--- src/rtl/shift_reg_univ.sv ---
// Purpose  : parametrised universal shift register (shift/rotate/arith-shift/load/clear)
//            with a saturating shift counter and word-complete flag.
// Latency  : 1 cycle, all outputs registered; backpressure: none, en=0 freezes all state.
// Ports    : clk_2, reset_n (async, active-low), en, mode[2:0], serial_in, par_in[NBITS-1:0]
//            -> q[NBITS-1:0], serial_out, shift_cnt[$clog2(NBITS+1)-1:0], full,
//            seg[7:0] (only when SHREG_SEG_EN is defined: seven-segment code of q[3:0]).
module shift_reg_univ #(
    parameter int                NBITS     = 8,
    parameter logic [NBITS-1:0]  RESET_REG = '0
) (
    input  logic                         clk_2,
    input  logic                         reset_n,
    input  logic                         en,
    input  logic [2:0]                   mode,
    input  logic                         serial_in,
    input  logic [NBITS-1:0]             par_in,
    output logic [NBITS-1:0]             q,
    output logic                         serial_out,
    output logic [$clog2(NBITS+1)-1:0]   shift_cnt,
`ifdef SHREG_SEG_EN
    output logic [7:0]                   seg,
`endif
    output logic                         full
);

    localparam int             CW      = $clog2(NBITS+1);
    localparam logic [CW-1:0]  CNT_MAX = CW'(NBITS);

    typedef enum logic [2:0] {
        MODE_HOLD  = 3'b000,
        MODE_SHL   = 3'b001,
        MODE_SHR   = 3'b010,
        MODE_ROL   = 3'b011,
        MODE_ROR   = 3'b100,
        MODE_LOAD  = 3'b101,
        MODE_ASR   = 3'b110,
        MODE_CLEAR = 3'b111
    } mode_e;

    logic [NBITS-1:0] q_q, q_d;
    logic             so_q, so_d;
    logic [CW-1:0]    cnt_q, cnt_d;
    logic             full_q, full_d;
    logic             shift_op;

    always_comb begin
        q_d      = q_q;
        so_d     = so_q;
        cnt_d    = cnt_q;
        shift_op = 1'b0;
        if (en) begin
            case (mode_e'(mode))
                MODE_SHL: begin
                    q_d      = {q_q[NBITS-2:0], serial_in};
                    so_d     = q_q[NBITS-1];
                    shift_op = 1'b1;
                end
                MODE_SHR: begin
                    q_d      = {serial_in, q_q[NBITS-1:1]};
                    so_d     = q_q[0];
                    shift_op = 1'b1;
                end
                MODE_ROL: begin
                    q_d      = {q_q[NBITS-2:0], q_q[NBITS-1]};
                    so_d     = q_q[NBITS-1];
                    shift_op = 1'b1;
                end
                MODE_ROR: begin
                    q_d      = {q_q[0], q_q[NBITS-1:1]};
                    so_d     = q_q[0];
                    shift_op = 1'b1;
                end
                MODE_LOAD: begin
                    q_d   = par_in;
                    cnt_d = '0;
                end
                MODE_ASR: begin
                    q_d      = {q_q[NBITS-1], q_q[NBITS-1:1]};
                    so_d     = q_q[0];
                    shift_op = 1'b1;
                end
                MODE_CLEAR: begin
                    q_d   = RESET_REG;
                    so_d  = 1'b0;
                    cnt_d = '0;
                end
                default: ;
            endcase
        end
        // Counter saturates so a long serial stream never makes full flicker.
        if (shift_op && (cnt_q != CNT_MAX)) begin
            cnt_d = cnt_q + CW'(1);
        end
        // Derived from next count so full is aligned with shift_cnt.
        full_d = (cnt_d == CNT_MAX);
    end

    always_ff @(posedge clk_2 or negedge reset_n) begin
        if (!reset_n) begin
            q_q    <= RESET_REG;
            so_q   <= 1'b0;
            cnt_q  <= '0;
            full_q <= 1'b0;
        end else begin
            q_q    <= q_d;
            so_q   <= so_d;
            cnt_q  <= cnt_d;
            full_q <= full_d;
        end
    end

    assign q          = q_q;
    assign serial_out = so_q;
    assign shift_cnt  = cnt_q;
    assign full       = full_q;

`ifdef SHREG_SEG_EN
    function automatic logic [7:0] seg7(input logic [3:0] nib);
        logic [7:0] code;
        case (nib)
            4'h0: code = 8'h3f;  4'h1: code = 8'h06;  4'h2: code = 8'h5b;  4'h3: code = 8'h4f;
            4'h4: code = 8'h66;  4'h5: code = 8'h6d;  4'h6: code = 8'h7d;  4'h7: code = 8'h07;
            4'h8: code = 8'h7f;  4'h9: code = 8'h6f;  4'ha: code = 8'h77;  4'hb: code = 8'h7c;
            4'hc: code = 8'h39;  4'hd: code = 8'h5e;  4'he: code = 8'h79;  default: code = 8'h71;
        endcase
        return code;
    endfunction

    logic [7:0] seg_q;

    // Decoded from next-state q so the display lines up with q, not one cycle behind.
    always_ff @(posedge clk_2 or negedge reset_n) begin
        if (!reset_n) begin
            seg_q <= seg7(4'(RESET_REG));
        end else begin
            seg_q <= seg7(4'(q_d));
        end
    end

    assign seg = seg_q;
`endif

endmodule
--- config.mk ---
export PLATFORM = sky130hd
export DESIGN_NAME = shift_reg_univ
export DESIGN_NICKNAME = d
export VERILOG_FILES = /design/src/rtl/shift_reg_univ.sv
export SDC_FILE = /design/constraint.sdc
export NUM_CORES = 1
export LEC_CHECK = 0
export ABC_AREA = 1
export BUFFER_PORTS_ARGS = -buffer_cell sky130_fd_sc_hd__buf_4
export CORE_MARGIN = 2
export CORE_UTILIZATION = 49
export CTS_BUF_LIST = sky130_fd_sc_hd__clkbuf_8 sky130_fd_sc_hd__clkbuf_16
export CTS_CLUSTER_DIAMETER = 50
export CTS_CLUSTER_SIZE = 28
export DETAILED_ROUTE_END_ITERATION = 6
export PLACE_DENSITY = 0.88
export RECOVER_POWER = 50
export SLEW_MARGIN = 20
export SYNTH_ARGS = -nofsm -noshare
export SYNTH_HDL_FRONTEND = slang
export SYNTH_SLANG_ARGS = --single-unit
--- constraint.sdc ---
create_clock -name clk_2 -period 1.45 [get_ports clk_2]
set_input_delay 0.29 -clock clk_2 [delete_from_list [all_inputs] [get_ports clk_2]]
set_output_delay 0.29 -clock clk_2 [all_outputs]
set_load 0.01 [all_outputs]
**Word-level counts from Yosys, hierarchy flattened**

Index checks and enable logic that the tools add are counted.
Widths: inputs -> output; s select.

- Input bits: 15
- Output and inout bits: 14
- Register bits: 14
- Logic and storage cells: 34

- Mux-type cells: 7
- Bitwise gates (word level): 1
- Add/subtract/negate cells: 1
- Reduce and logical (&&, ||, !) cells: 11
- Equality and inequality tests: 9

Operators with widths:

| cell | count |
|---|---|
| $pmux 8 s7 | 1 |
| $eq 3x3->1 const B | 4 |
| $mux 4 | 3 |
| $reduce_bool 7->1 | 1 |
| $eq 3x2->1 const B | 2 |
| $reduce_bool 6->1 | 1 |
| $reduce_or 5->1 | 1 |
| $add 4x1->4 const B | 1 |
| $eq 4x4->1 const B | 1 |
| $ne 4x4->1 const B | 1 |
| $reduce_and 2->1 | 2 |
| $reduce_or 2->1 | 2 |
| $eq 3x1->1 const B | 1 |
| $pmux 1 s3 | 1 |
| $reduce_and 3->1 | 1 |
| $reduce_bool 3->1 | 1 |
| $reduce_or 3->1 | 1 |
| $mux 1 | 2 |
| $logic_and 1x1->1 | 1 |
| $not 1->1 | 1 |

**Longest topological paths before layout**

- Word-level depth: 7
- Depth in mapped cells: 11
- Gate-level depth less buffers: 11

**Worst setup path after synthesis**

Ideal clock, no wire load.

- Path kind: register to register
- Start point: register cnt_q[0] (netlist: shift_cnt[0])
- End point: register full_q (netlist: full)
- Setup time: 114 ps
- Buffers on the path: 0
- Stages on the path, launching flop included: 11
- Clock period less this slack: 1357 ps
- Data required time: 1336 ps
- Setup slack: 93 ps
- Arrival: 1243 ps
- Path through: dfrtp_1 > inv_1 > ha_1 > nand3_1 > nand2_1 > nor2_4 > nand2_1 > nand2_1 > inv_1 > nand2_1 > nor2_1

- Word-level cells in the longest chain between the ends: 4
- Elaborated cells between the ends (all ways): 7
- Classes of those cells: 1 x add/sub; 2 x eq/ne; 3 x mux; 1 x reduce/logical

RTL lines:

| item | RTL line | RTL |
|---|---|---|
| from (decl) | 42 | `logic [CW-1:0] cnt_q, cnt_d;` |
| from (signal assigned) | 107 | `cnt_q <= cnt_d;` |
| branches (longest 2 deep; another with $add 4x1->4) | - |  |
| $mux 4 (*) | 91 | `if (shift_op && (cnt_q != CNT_MAX)) begin` |
| named net cnt_d[2] | 42 |  |
| $eq 4x4->1 (*) | 95 | `full_d = (cnt_d == CNT_MAX);` |
| named net full_d | 43 | `logic full_q, full_d;` |
| to (signal assigned) | 108 | `full_q <= full_d;` |
| to (decl) | 43 |  |

Mark *: on every way through the listed nets, which the timed path passes.
A chain may end at the register's enable or synchronous reset.

**Final worst setup path**

Ends and elaborated chain as after synthesis.

==> results.md <==
- Outcome: finished, final reports clean
- I/O pin total: 29
- Post-synth ARST share: 1.000
- Inserted Clock Buffers: 3
- Crit-path most repeated cell: nand2_1
- Share of power burned in registers: 0.322
- Hold Crit Start: par_in[7]
- Worst vdd ir: between 1 and 1.5 mV
- Rel. slew slack: 0.5037
- Total congestion overflow: 0
- NetSw: 0.0007106 W
- Routed len/inst: 12.83 µm
- Kind of critical path: reg -> reg
- Critical path endpoint category: flip-flop
- CTS tree: done
- Pwr Density: 1465 nW/µm²
- Remaining DRCs: 0
- Endpoints failing hold: 0
- Top cell type's share of synthesized area: 0.3836
- Number of synthesized flops with an enable pin: 0
- Startpoint types: flip-flop
- All-Layer GR Usage: 0.2512
- Area leader, netlist: dfrtp_1
- Core area: 1745 µm²
- Port bufs: 28
- Cell Area, Synth: 913.4 µm²
- Max-slew violation count: 0
- MaxCap Viol Count: 0
- CP peak stage delay: 0.39 ns
- Die Ht: 47.18 µm
- Fmax: 744.8 MHz
- Initial antenna violation count: 0
- GP Congestion: 0.8851
- Largest net degree at the start of global routing: 15
- Die Wd: 47.18 µm
- Post-route ant nets: 0
- Hold_ws: roughly 0.36 ns
- Synth cell count leaders: 43 x nand2_1, 19 x inv_1, 14 x dfrtp_1, 12 x nor2_1, 8 x a21oi_1
- Comb power frac: 0.471
- Switching share of power: 0.3925
- Pint: about 0.0011 W
- Hold EP: q[7]$_DFFE_PN0P_
- Dominant cells by area after synthesis: dfrtp_1 38%, nand2_1 18%, inv_1 7.8%
- Post-Synthesis Net Count: 149
- Mapped Cells: between 100 and 150
- Post-route cell area: about 1200 µm²
- Clk Latency, worst-skew pair: between 0.2 and 0.25 ns
- Clock Skews: around 0.0038 ns
- Number of inserted diodes: 0
- WL final: 2.464 mm
- First-pass DRT Iterations: 4
- Hold Path Depth: 3
- Post-route setup TNS: 0 ns
- Post-route minimum period: 1.343 ns
- Max clock buf depth: 2
- Vias: between 1000 and 1500
- Final layout net count: 185
- FF-to-FF path depth: 11
- Rows: 15
- Period utilization: 0.9259
- LEAKAGE: 0.6695 nW
- Crit Reg-Reg Endpoint: full$_DFF_PN0_
- Root Driver: clkbuf_8
- Unique masters post-synth: 20
- Synth-to-Final Area Change: 35.34%
- Clock network fraction of design power: 0.206
- Sequential cell area fraction in the yosys report: 0.3836
- Top-count cell post-synth: nand2_1
- Crit path max fanout: 3
- First-pass GRT wire length: 3.926 mm
- Critical path, cell by cell: inv_2 > ha_2 > nand3_2 > nand2_2 > inv_1 > nand2_2 > nand2_1 > nand2_1 > inv_1 > nand2_1 > nor2_2
- R2R Setup Slk: 0.11 ns
- Dpl cell area: 1170 µm²
- Setup violations, final: 0
- Starting density of the core: 0.5233
- Total setup buffers inserted after CTS: 0
- Worst Tran Pin Value: 0.7444 ns
- Min-Delay Path Class: in -> reg
- Register bit total from synthesis: 14
- Synth warn: 0
- FF-to-FF Start: shift_cnt[0]$_DFF_PN0_
- Die ar.: 2225 µm²
- Share of layout cells above drive strength 1: 0.2934
- Worst-path clk slew: 0.05 ns
- CP required: 1.59 ns
- Crit-path slowest cell: dfrtp_1
- DP HPWL: 1.834 mm
- Vias in the first global route: 930
- Synthesized area per cell: 6.920 µm²
- Iter 0 DRT Violations: 54
- H-tree depth: 1
- Sink Count: 14
- Critical Path AT: 1.48 ns
- DR vias/cell: 5.286
- Top_reg_cell synth: dfrtp_1
state kept, by name, summed over array words and instances (netlist names):
register    count
full            1
shift_cnt       4
q               8
serial_out      1
worst max path at each step:
stage	start	end	slack, ns	cells past startpoint
finish	shift_cnt[0]$_DFF_PN0_	full$_DFF_PN0_	0.11	11
global route	shift_cnt[0]$_DFF_PN0_	full$_DFF_PN0_	-0.005	11
CTS	shift_cnt[0]$_DFF_PN0_	full$_DFF_PN0_	0.08	11
detailed placement	shift_cnt[0]$_DFF_PN0_	full$_DFF_PN0_	0.09	11
global placement	shift_cnt[0]$_DFF_PN0_	full$_DFF_PN0_	0.13	10
floorplan	shift_cnt[0]$_DFF_PN0_	full$_DFF_PN0_	0.09	10
worst max-delay path: cells and delay by family, from the launching register on:
kind          cells  cell delay (ns)
fa+ha+maj         1             0.17
buf+inv           3             0.16
flops             1             0.39
simple gates      7             0.53
cell type report:
type                            count  area, µm²
Fill cell                         150      509.2
Inverter                           23      86.33
Sequential cell                    14      350.3
Clock buffer                        4      55.05
Multi-Input combinational cell     95      496.7
Tap cell                           25      31.28
Timing Repair Buffer               31      216.5
cells in the final DEF (no fill, tap or decap):
master          n
nand2_1        39
buf_4          25
inv_1          19
dfrtp_1        14
nor2_1         11
nand2_2         8
a21oi_1         8
o22ai_1         7
clkbuf_1        5
inv_2           4
o21ai_0         4
clkbuf_8        4
nand4_1         3
nand3_1         2
nor2_4          2
nand3_2         1
xor2_1          1
o21ai_2         1
o21bai_1        1
nor2_2          1
o211ai_1        1
nand2_4         1
o21ai_1         1
a21boi_2        1
ha_2            1
ha_1            1
dlygate4sd3_1   1
metrics by stage:
step	std cells	total power, W	util	worst slack (ns)
after detailed placement	187	0.001394	0.6703	0.09027
after global routing	192	0.001948	0.7082	-0.005392
after floorplan	132	0.001033	-	0.09263
final	192	0.001810	0.7082	0.1074
after global placement	187	0.001350	0.6703	0.1328
after CTS	192	0.001778	0.7075	0.07781
logic make-up after synthesis:
group                    synth area share
adder cells (fa/ha/maj)           0.02739
buffers and inverters             0.09452
AO/OA/AOI/OAI                      0.1575
AND/OR/NAND/NOR                    0.3274
flip-flops                         0.3836
XOR/XNOR                         0.009591
routing by layer:
metal / share of wire / up-vias / track usage / wire length, µm
met2: 0.49 / 49 / 0.4137 / 1210
met1: 0.42 / 470 / 0.3237 / 1046
met5: 0 / - / 0 / 0
met3: 0.063 / 6 / 0.04231 / 156
met4: 0.020 / 0 / 0.1111 / 50
li1: - / 490 / - / -
power groups by stage:
stage | combinational [W] | clock [W] | sequential [W]
floorplan | 0.000384 | 0 | 0.000649
global placement | 0.000772 | 0 | 0.000578
detailed placement | 0.000810 | 0 | 0.000583
CTS | 0.000822 | 0.000378 | 0.000577
global route | 0.000962 | 0.000393 | 0.000593
finish | 0.000853 | 0.000374 | 0.000583
what timing repair did:
| item | in CTS | in global routing |
|---|---|---|
| hold buffers | 1 | 0 |
| setup endpoints to repair | 0 | 1 |
| endpoints found under the hold margin | 14 | 0 |
| gates resized for setup | 0 | 9 |
No activity file was read; power rests on OpenSTA's default activity.
